--- config.mk ---
export PLATFORM = sky130hd
export DESIGN_NAME = round_timer
export DESIGN_NICKNAME = d
export VERILOG_FILES = /design/src/rtl/round_timer.sv
export SDC_FILE = /design/constraint.sdc
export NUM_CORES = 1
export LEC_CHECK = 0
export CELL_PAD_IN_SITES_DETAIL_PLACEMENT = 2
export CELL_PAD_IN_SITES_GLOBAL_PLACEMENT = 2
export CORE_MARGIN = 2
export CORE_UTILIZATION = 38
export DETAILED_ROUTE_END_ITERATION = 10
export PLACE_DENSITY_LB_ADDON = 0.05
export SKIP_CTS_REPAIR_TIMING = 1
export SYNTH_ARGS = -nofsm -noshare
export SYNTH_HDL_FRONTEND = slang
export SYNTH_SLANG_ARGS = --single-unit
--- constraint.sdc ---
create_clock -name clk -period 11.4 [get_ports clk]
set_input_delay 1.71 -clock clk [delete_from_list [all_inputs] [get_ports clk]]
set_output_delay 1.71 -clock clk [all_outputs]
set_load 0.02 [all_outputs]
--- src/rtl/round_timer.sv ---
// Round countdown timer: loads on start_round, counts whole seconds down while
// game_on is high, and raises time_up when the round reaches 00.
module round_timer #(
   parameter int CLK_HZ        = 65000000,
   parameter int ROUND_SECONDS = 60,
   parameter int WARN_SECONDS  = 10
) (
   input  logic       clk,
   input  logic       rst,
   input  logic       start_round,
   input  logic       game_on,
   input  logic       abort,
   output logic       time_up,
   output logic [3:0] secs_tens,
   output logic [3:0] secs_ones,
   output logic       warn,
   output logic       sec_tick
);

   localparam int             PW        = (CLK_HZ > 1) ? $clog2(CLK_HZ) : 1;
   localparam logic [PW-1:0] PRE_MAX   = PW'(CLK_HZ - 1);
   localparam logic [3:0]    INIT_TENS = 4'(ROUND_SECONDS / 10);
   localparam logic [3:0]    INIT_ONES = 4'(ROUND_SECONDS % 10);
   localparam logic [6:0]    WARN_LIM  = 7'(WARN_SECONDS);

   typedef enum logic [1:0] {
      IDLE,
      RUN,
      EXPIRED
   } state_t;

   state_t        state, state_n;
   logic [PW-1:0] pre, pre_n;
   logic [3:0]    tens_n, ones_n;
   logic          tick_n, time_up_n, warn_n;
   logic [6:0]    remain_n;

   always_ff @(posedge clk) begin
      if (rst) begin
         state     <= IDLE;
         pre       <= '0;
         secs_tens <= INIT_TENS;
         secs_ones <= INIT_ONES;
         time_up   <= 1'b0;
         warn      <= 1'b0;
         sec_tick  <= 1'b0;
      end else begin
         state     <= state_n;
         pre       <= pre_n;
         secs_tens <= tens_n;
         secs_ones <= ones_n;
         time_up   <= time_up_n;
         warn      <= warn_n;
         sec_tick  <= tick_n;
      end
   end

   // start_round outranks abort, which outranks the per-second tick
   always_comb begin
      state_n = state;
      pre_n   = pre;
      tens_n  = secs_tens;
      ones_n  = secs_ones;
      tick_n  = 1'b0;
      if (start_round) begin
         state_n = RUN;
         pre_n   = '0;
         tens_n  = INIT_TENS;
         ones_n  = INIT_ONES;
      end else if (abort) begin
         state_n = IDLE;
         pre_n   = '0;
         tens_n  = INIT_TENS;
         ones_n  = INIT_ONES;
      end else begin
         case (state)
            IDLE: pre_n = '0;
            RUN: begin
               if (game_on) begin
                  if (pre == PRE_MAX) begin
                     pre_n  = '0;
                     tick_n = 1'b1;
                     // reaching 00 ends the round at the same edge, so no underflow
                     if (secs_tens == 4'd0 && secs_ones == 4'd1) begin
                        tens_n  = 4'd0;
                        ones_n  = 4'd0;
                        state_n = EXPIRED;
                     end else if (secs_ones == 4'd0) begin
                        ones_n = 4'd9;
                        tens_n = secs_tens - 4'd1;
                     end else begin
                        ones_n = secs_ones - 4'd1;
                     end
                  end else begin
                     pre_n = pre + PW'(1);
                  end
               end
            end
            EXPIRED: begin
               pre_n  = '0;
               tens_n = 4'd0;
               ones_n = 4'd0;
            end
            default: state_n = IDLE;
         endcase
      end
   end

   always_comb begin
      remain_n  = ({3'b000, tens_n} * 7'd10) + {3'b000, ones_n};
      time_up_n = (state_n == EXPIRED);
      warn_n    = (state_n == RUN) && (remain_n != 7'd0) && (remain_n <= WARN_LIM);
   end

endmodule

======== After elaboration in Yosys (flattened, before gate mapping) ========
Cells that the tools add are included.
word-level totals
  bits in latches ......................... 0
  logic and storage cells ................. 58
  memory bits (read-only) ................. 0
  memories kept ........................... 0
  output and inout port bits .............. 11
  bits in registers ....................... 39
  input bits .............................. 5
  bits in writable memories ............... 0
operators by class
  multiply operators ...................... 1
  shift operators ......................... 0
  $lt $le $gt $ge ......................... 1
  eq/ne operators ......................... 7
  multiplexer cells ....................... 24
  reductions and logical operators ........ 12
  add/subtract/negate cells ............... 4
  div/mod/pow operators ................... 0
  bitwise logic cells ..................... 2
operators with widths
  cell                   count
  $mux 26                2
  $pmux 26 s2            1
  $mux 4                 12
  $add 26x1->26 const B  1
  $eq 26x26->1 const B   1
  $pmux 4 s2             2
  $mux 2                 5
  $logic_not 4->1        2
  $sub 4x1->4 const B    2
  $add 7x4->7            1
  $le 7x4->1 const B     1
  $reduce_bool 7->1      1
  $mul 4x3->6 const B    1
  $reduce_or 5->1        1
  $eq 2x1->1 const B     2
  $eq 2x2->1 const B     2
  $eq 4x1->1 const B     1
  $pmux 2 s2             1
  $logic_and 1x1->1      3
  $reduce_or 3->1        1
  $logic_not 2->1        1
  $ne 2x2->1 const B     1
  $not 1->1              2
  $reduce_and 2->1       1
  3 further kinds        3

======== Depth between registers and ports, before layout ========
  depth after elaboration ................. 13
  depth in mapped cells ................... 17
  depth with buffers taken out ............ 16

======== Least setup slack after synthesis ========
Ideal clock, no wire load.
  path kind ............................... in2reg
  from .................................... in game_on
  to ...................................... reg warn
  setup slack ............................. 6.632 ns
  arrival time ............................ 4.676 ns
  buffers on the path ..................... 1
  library setup time ...................... 0.092 ns
  stages .................................. 14
  required time ........................... 11.308 ns
  path through ............................ and2_1 and4_4 and2_4 buf_6 nand4_1 o311ai_1 ha_1 ha_1 fa_1 nand2_1 o21bai_1 xor2_1 xnor2_1 nor4_1
between the ends
  longest elaborated chain between the ends .. 9
  elaborated cells on any way between the ends .. 19
  classes of those cells .................. add/sub: 1; mul: 1; order compare: 1; eq/ne: 1; mux: 12; reduce/logical: 3
ends and longest elaborated chain
  element                                                             RTL line  text
  start, declared                                                     11        input logic game_on,
  $mux 4 (*)                                                          79        if (game_on) begin
  $pmux 4 s2 (*)                                                      76        case (state)
  $mux 4 (*)                                                          70        end else if (abort) begin
  $mux 4 (*)                                                          65        if (start_round) begin
  via tens_n[1]                                                       34        logic [3:0] tens_n, ones_n;
  $mul 4x3->6 (*)                                                     110       remain_n = ({3'b000, tens_n} * 7'd10) + {3'b000, ones_n};
  $add 7x4->7 (*)                                                     110
  parallel branches: the longest is 2 deep, another holds $le 7x4->1  n/a
  $logic_and 1x1->1 (*)                                               112       warn_n = (state_n == RUN) && (remain_n != 7'd0) && (remain_n <= WARN_LIM);
  end signal, assigned                                                53        warn <= warn_n;
  end, declared                                                       16        output logic warn,
Mark *: on every way through the listed nets, which the timed path passes.
A chain may end at the register's enable or synchronous reset.

======== Worst setup path in the final report ========
Same ends and word-level chain as after synthesis.

==> impl_metrics.csv <==
group,metric,value,unit
sta,relSlewSlack,46.2,%
pwr,p_int,0.000191,W
pwr,power_frac_clock,39.9,%
sta,max_slew.worst_pin.slew,0.786,ns
sta,finalCriticalPeriod,5.45,ns
critical_path,cp_cell_sequence,"clkdlybuf4s50_1 -> and2_1 -> and4_4 -> and2_4 -> nand4_1 -> o311ai_1 -> ha_1 -> ha_1 -> fa_1 -> nand2_1 -> o21bai_1 -> xor2_1 -> xnor2_1 -> nor4_1",
critical_path,crit_type,"primary input to register",
floorplanning,die_area,0.00684,sq mm
synth,synthFlopType,"dfxtp_1",
placed_design,portBuffers,15,
synth,ys_ff_latch,39,
final_layout,drive_above_1_share,5.47,%
pwr,seq_power_share,53.1,%
synth,synth_edf_count,0,
critical_path,crit_buf_inv,1,
clocking,cts_root_buf,"clkbuf_8",
final_layout,fin_area,0.00267,sq mm
floorplanning,ios,16,
sta,rsz0062_at_grt,"false",
pwr,peakVddDrop,0.0000505,V
placed_design,dp_hpwl,5730,um
final_layout,n_fill_cell,692,
drt,drt_iter0_drc,106,
drt,drt_wl_total,7340,um
drt,drc_errors,0,
synth,avgSynthCellArea,8.04,sq um
synth,async_flop_share,0,%
final_layout,final_common_cell,"nor2_1",
sta,final_hold_viol_count,0,
sta,finalWorstSetupSlack,5.95,ns
drt,detail-route-antenna-nets,0,
global_routing,grt_pass1_wl,12000,um
sta,period_share,47.8,%
critical_path,crit_start,"game_on",
pwr,powerDensity,96.5,mW/mm^2
floorplanning,die_h,82.7,um
clocking,cts_sinks,39,
critical_path,reg2reg_depth,14,
pwr,leakage,0.871,nW
clocking,htreeDepth,2,
critical_path,critPathCaptureType,"register",
run_status,outcome,"finished clean",
critical_path,crit_fanout,7,
pwr,power.total,0.000258,W
critical_path,cp_slowest_cell,"o311ai_1",
clocking,cts_inserted_buffers,5,
global_routing,grt_pass1_vias,2365,
synth,synth_cells,293,
pwr,p_switching,0.0000664,W
sta,fmax,0.183,GHz
pwr,swShare,25.7,%
sta,finalSetupTns,0,ns
final_layout,fin_cells,386,
floorplanning,die_w,82.7,um
final_layout,antennaDiodeCount,0,
clocking,cts_tree,"built",
critical_path,r2r-start,"pre[0]",
placed_design,placed_cells,378,
final_layout,fin_nets,331,
job,cap_viol_max_count,0,
worst_hold_path,hp-start,"pre[20]",
synth,yosysWarnings,0,
critical_path,worstPathArrival,5.66,ns
sta,clock_skew,0.00604,ns
synth,synth_area,0.00235,sq mm
critical_path,startpoint_type,"primary input",
placed_design,dp_slack,5.63,ns
final_layout,syn_to_final_growth,13.4,%
floorplanning,core,0.00596,sq mm
drt,wl_per_cell,19.0,um
placed_design,place_area,0.00257,sq mm
clocking,clock_latency,0.30,ns
clocking,clkTransAtPathRegs,0.08,ns
global_routing,grt_antenna_before_repair,0,
floorplanning,num_rows,28,
synth,synth_nets,314,
drt,vias,2231,
global_routing,grt_util_all_layers,23.4,%
worst_hold_path,whs_path_depth,2,
global_routing,grt_max_degree,14,
sta,finalSetupViolations,0,
global_routing,gr-total-overflow,0,
critical_path,cp_num_cells,14,
synth,synth.yosys.seq_area_share,33.2,%
final_layout,layout_common_cells,"46 x nor2_1, 39 x dfxtp_1, 23 x nand2_1, 16 x a21oi_1, 15 x clkdlybuf4s50_1",
critical_path,critPathMostFrequentCell,"ha_1",
clocking,ctsLongestPathBuffers,2,
sta,drv_slew,0,
floorplanning,start_util,39.5,%
placed_design,gp_congestion,0.824,
worst_hold_path,hold_path_class,"register to register",
pwr,pwr-share-comb,7.0,%
synth,yosysUniqueCellTypes,53,
drt,firstDrtPassIters,4,
critical_path,required,11.61,ns
critical_path,crit_family,"simple AND/OR/NAND/NOR gates",
critical_path,cp_slowest_stage_delay,0.62,ns
drt,viasPerCell,5.78,
-- Yosys cell counts, types with 3 or more instances --
cell	number	share of area, %
o21ai_0	4	0.85
xnor2_1	11	4.1
nand2_1	23	3.7
and2_1	5	1.3
or3_1	6	1.6
nor2_1	46	7.3
buf_2	3	0.64
nand4_1	5	1.3
a21oi_1	16	3.4
and3_1	4	1.1
inv_1	12	1.9
o311ai_1	3	1.1
dfxtp_1	39	33
nor3_1	14	3.0
nor4_1	5	1.3
ha_1	14	7.4
nor2b_1	3	0.80
nand3_1	12	2.6
nor4bb_1	4	1.7
o21ai_1	11	2.3
xor2_1	6	2.2
and4_1	6	2.2
a31oi_1	4	1.1
-- routing by layer --
metal | wire length [um] | GRT usage [%] | share of wire (%) | vias up
met1 | 3670 | 32.3 | 50 | 1115
met2 | 3440 | 38.4 | 47 | 23
met4 | 86 | 5.57 | 1.2 | 0
met3 | 149 | 3.59 | 2.0 | 8
li1 | - | - | - | 1085
met5 | 0 | 0 | 0 | -
-- logic make-up (layout without fill, tap and decap cells) --
logic type,count (synthesis),after routing,synth area share [%]
AND/OR/NAND/NOR,146,146,32.5
AO/OA/AOI/OAI,55,55,14.9
flip-flops,39,39,33.2
buffers and inverters,19,37,3.51
XOR/XNOR,17,17,6.32
adder cells (fa/ha/maj),16,16,9.14
multiplexers,1,1,0.425
-- power by group through the flow --
stage	Sequential, W	Clock [W]	Combinational [W]
after floorplan	0.000140	0	0.0000107
final	0.000137	0.000103	0.0000180
after global placement	0.000140	0	0.0000169
after global routing	0.000137	0.000111	0.0000198
after CTS	0.000137	0.000105	0.0000180
after detailed placement	0.000140	0	0.0000176
-- worst reg2reg max path, stage by stage (launching register included) --
cell	delay (ns)
dfxtp_1	0.41
ha_1	0.24
and2_1	0.14
and4_4	0.22
and2_4	0.19
nand4_1	0.28
o311ai_1	0.62
ha_1	0.34
ha_1	0.21
fa_1	0.55
nand2_1	0.08
o21bai_1	0.16
xor2_1	0.15
xnor2_1	0.13
nor4_1	0.24
-- through the flow --
stage | util, % | hold slack (ns)
after global routing | 44.9 | 0.561
final | 44.9 | 0.517
after floorplan | - | 0.449
after CTS | 44.9 | 0.522
after detailed placement | 43.2 | 0.509
after global placement | 43.2 | 0.464
-- cell type report --
class / instances / area (sq um) / share of cell area, %
Multi-Input combinational cell: 235 / 1490 / 55.8
Tap cell: 75 / 93.8 / 3.51
Sequential cell: 39 / 781 / 29.2
Timing Repair Buffer: 16 / 158 / 5.90
Inverter: 13 / 48.8 / 1.83
Clock buffer: 6 / 82.6 / 3.09
Clock inverter: 2 / 16.3 / 0.609
-- registers in the layout, summed over array words and instances, names as in the netlist --
register	flops
sec_tick	1
warn	1
secs_ones	4
pre	26
secs_tens	4
time_up	1
state	2
-- worst paths after layout --
check	to	slack [ns]
worst max register to register	warn	7.33
worst max-delay path	warn	5.95
worst min register to register	pre[20]	0.52
worst min-delay path	pre[20]	0.52
No activity file was read; power rests on OpenSTA's default activity.
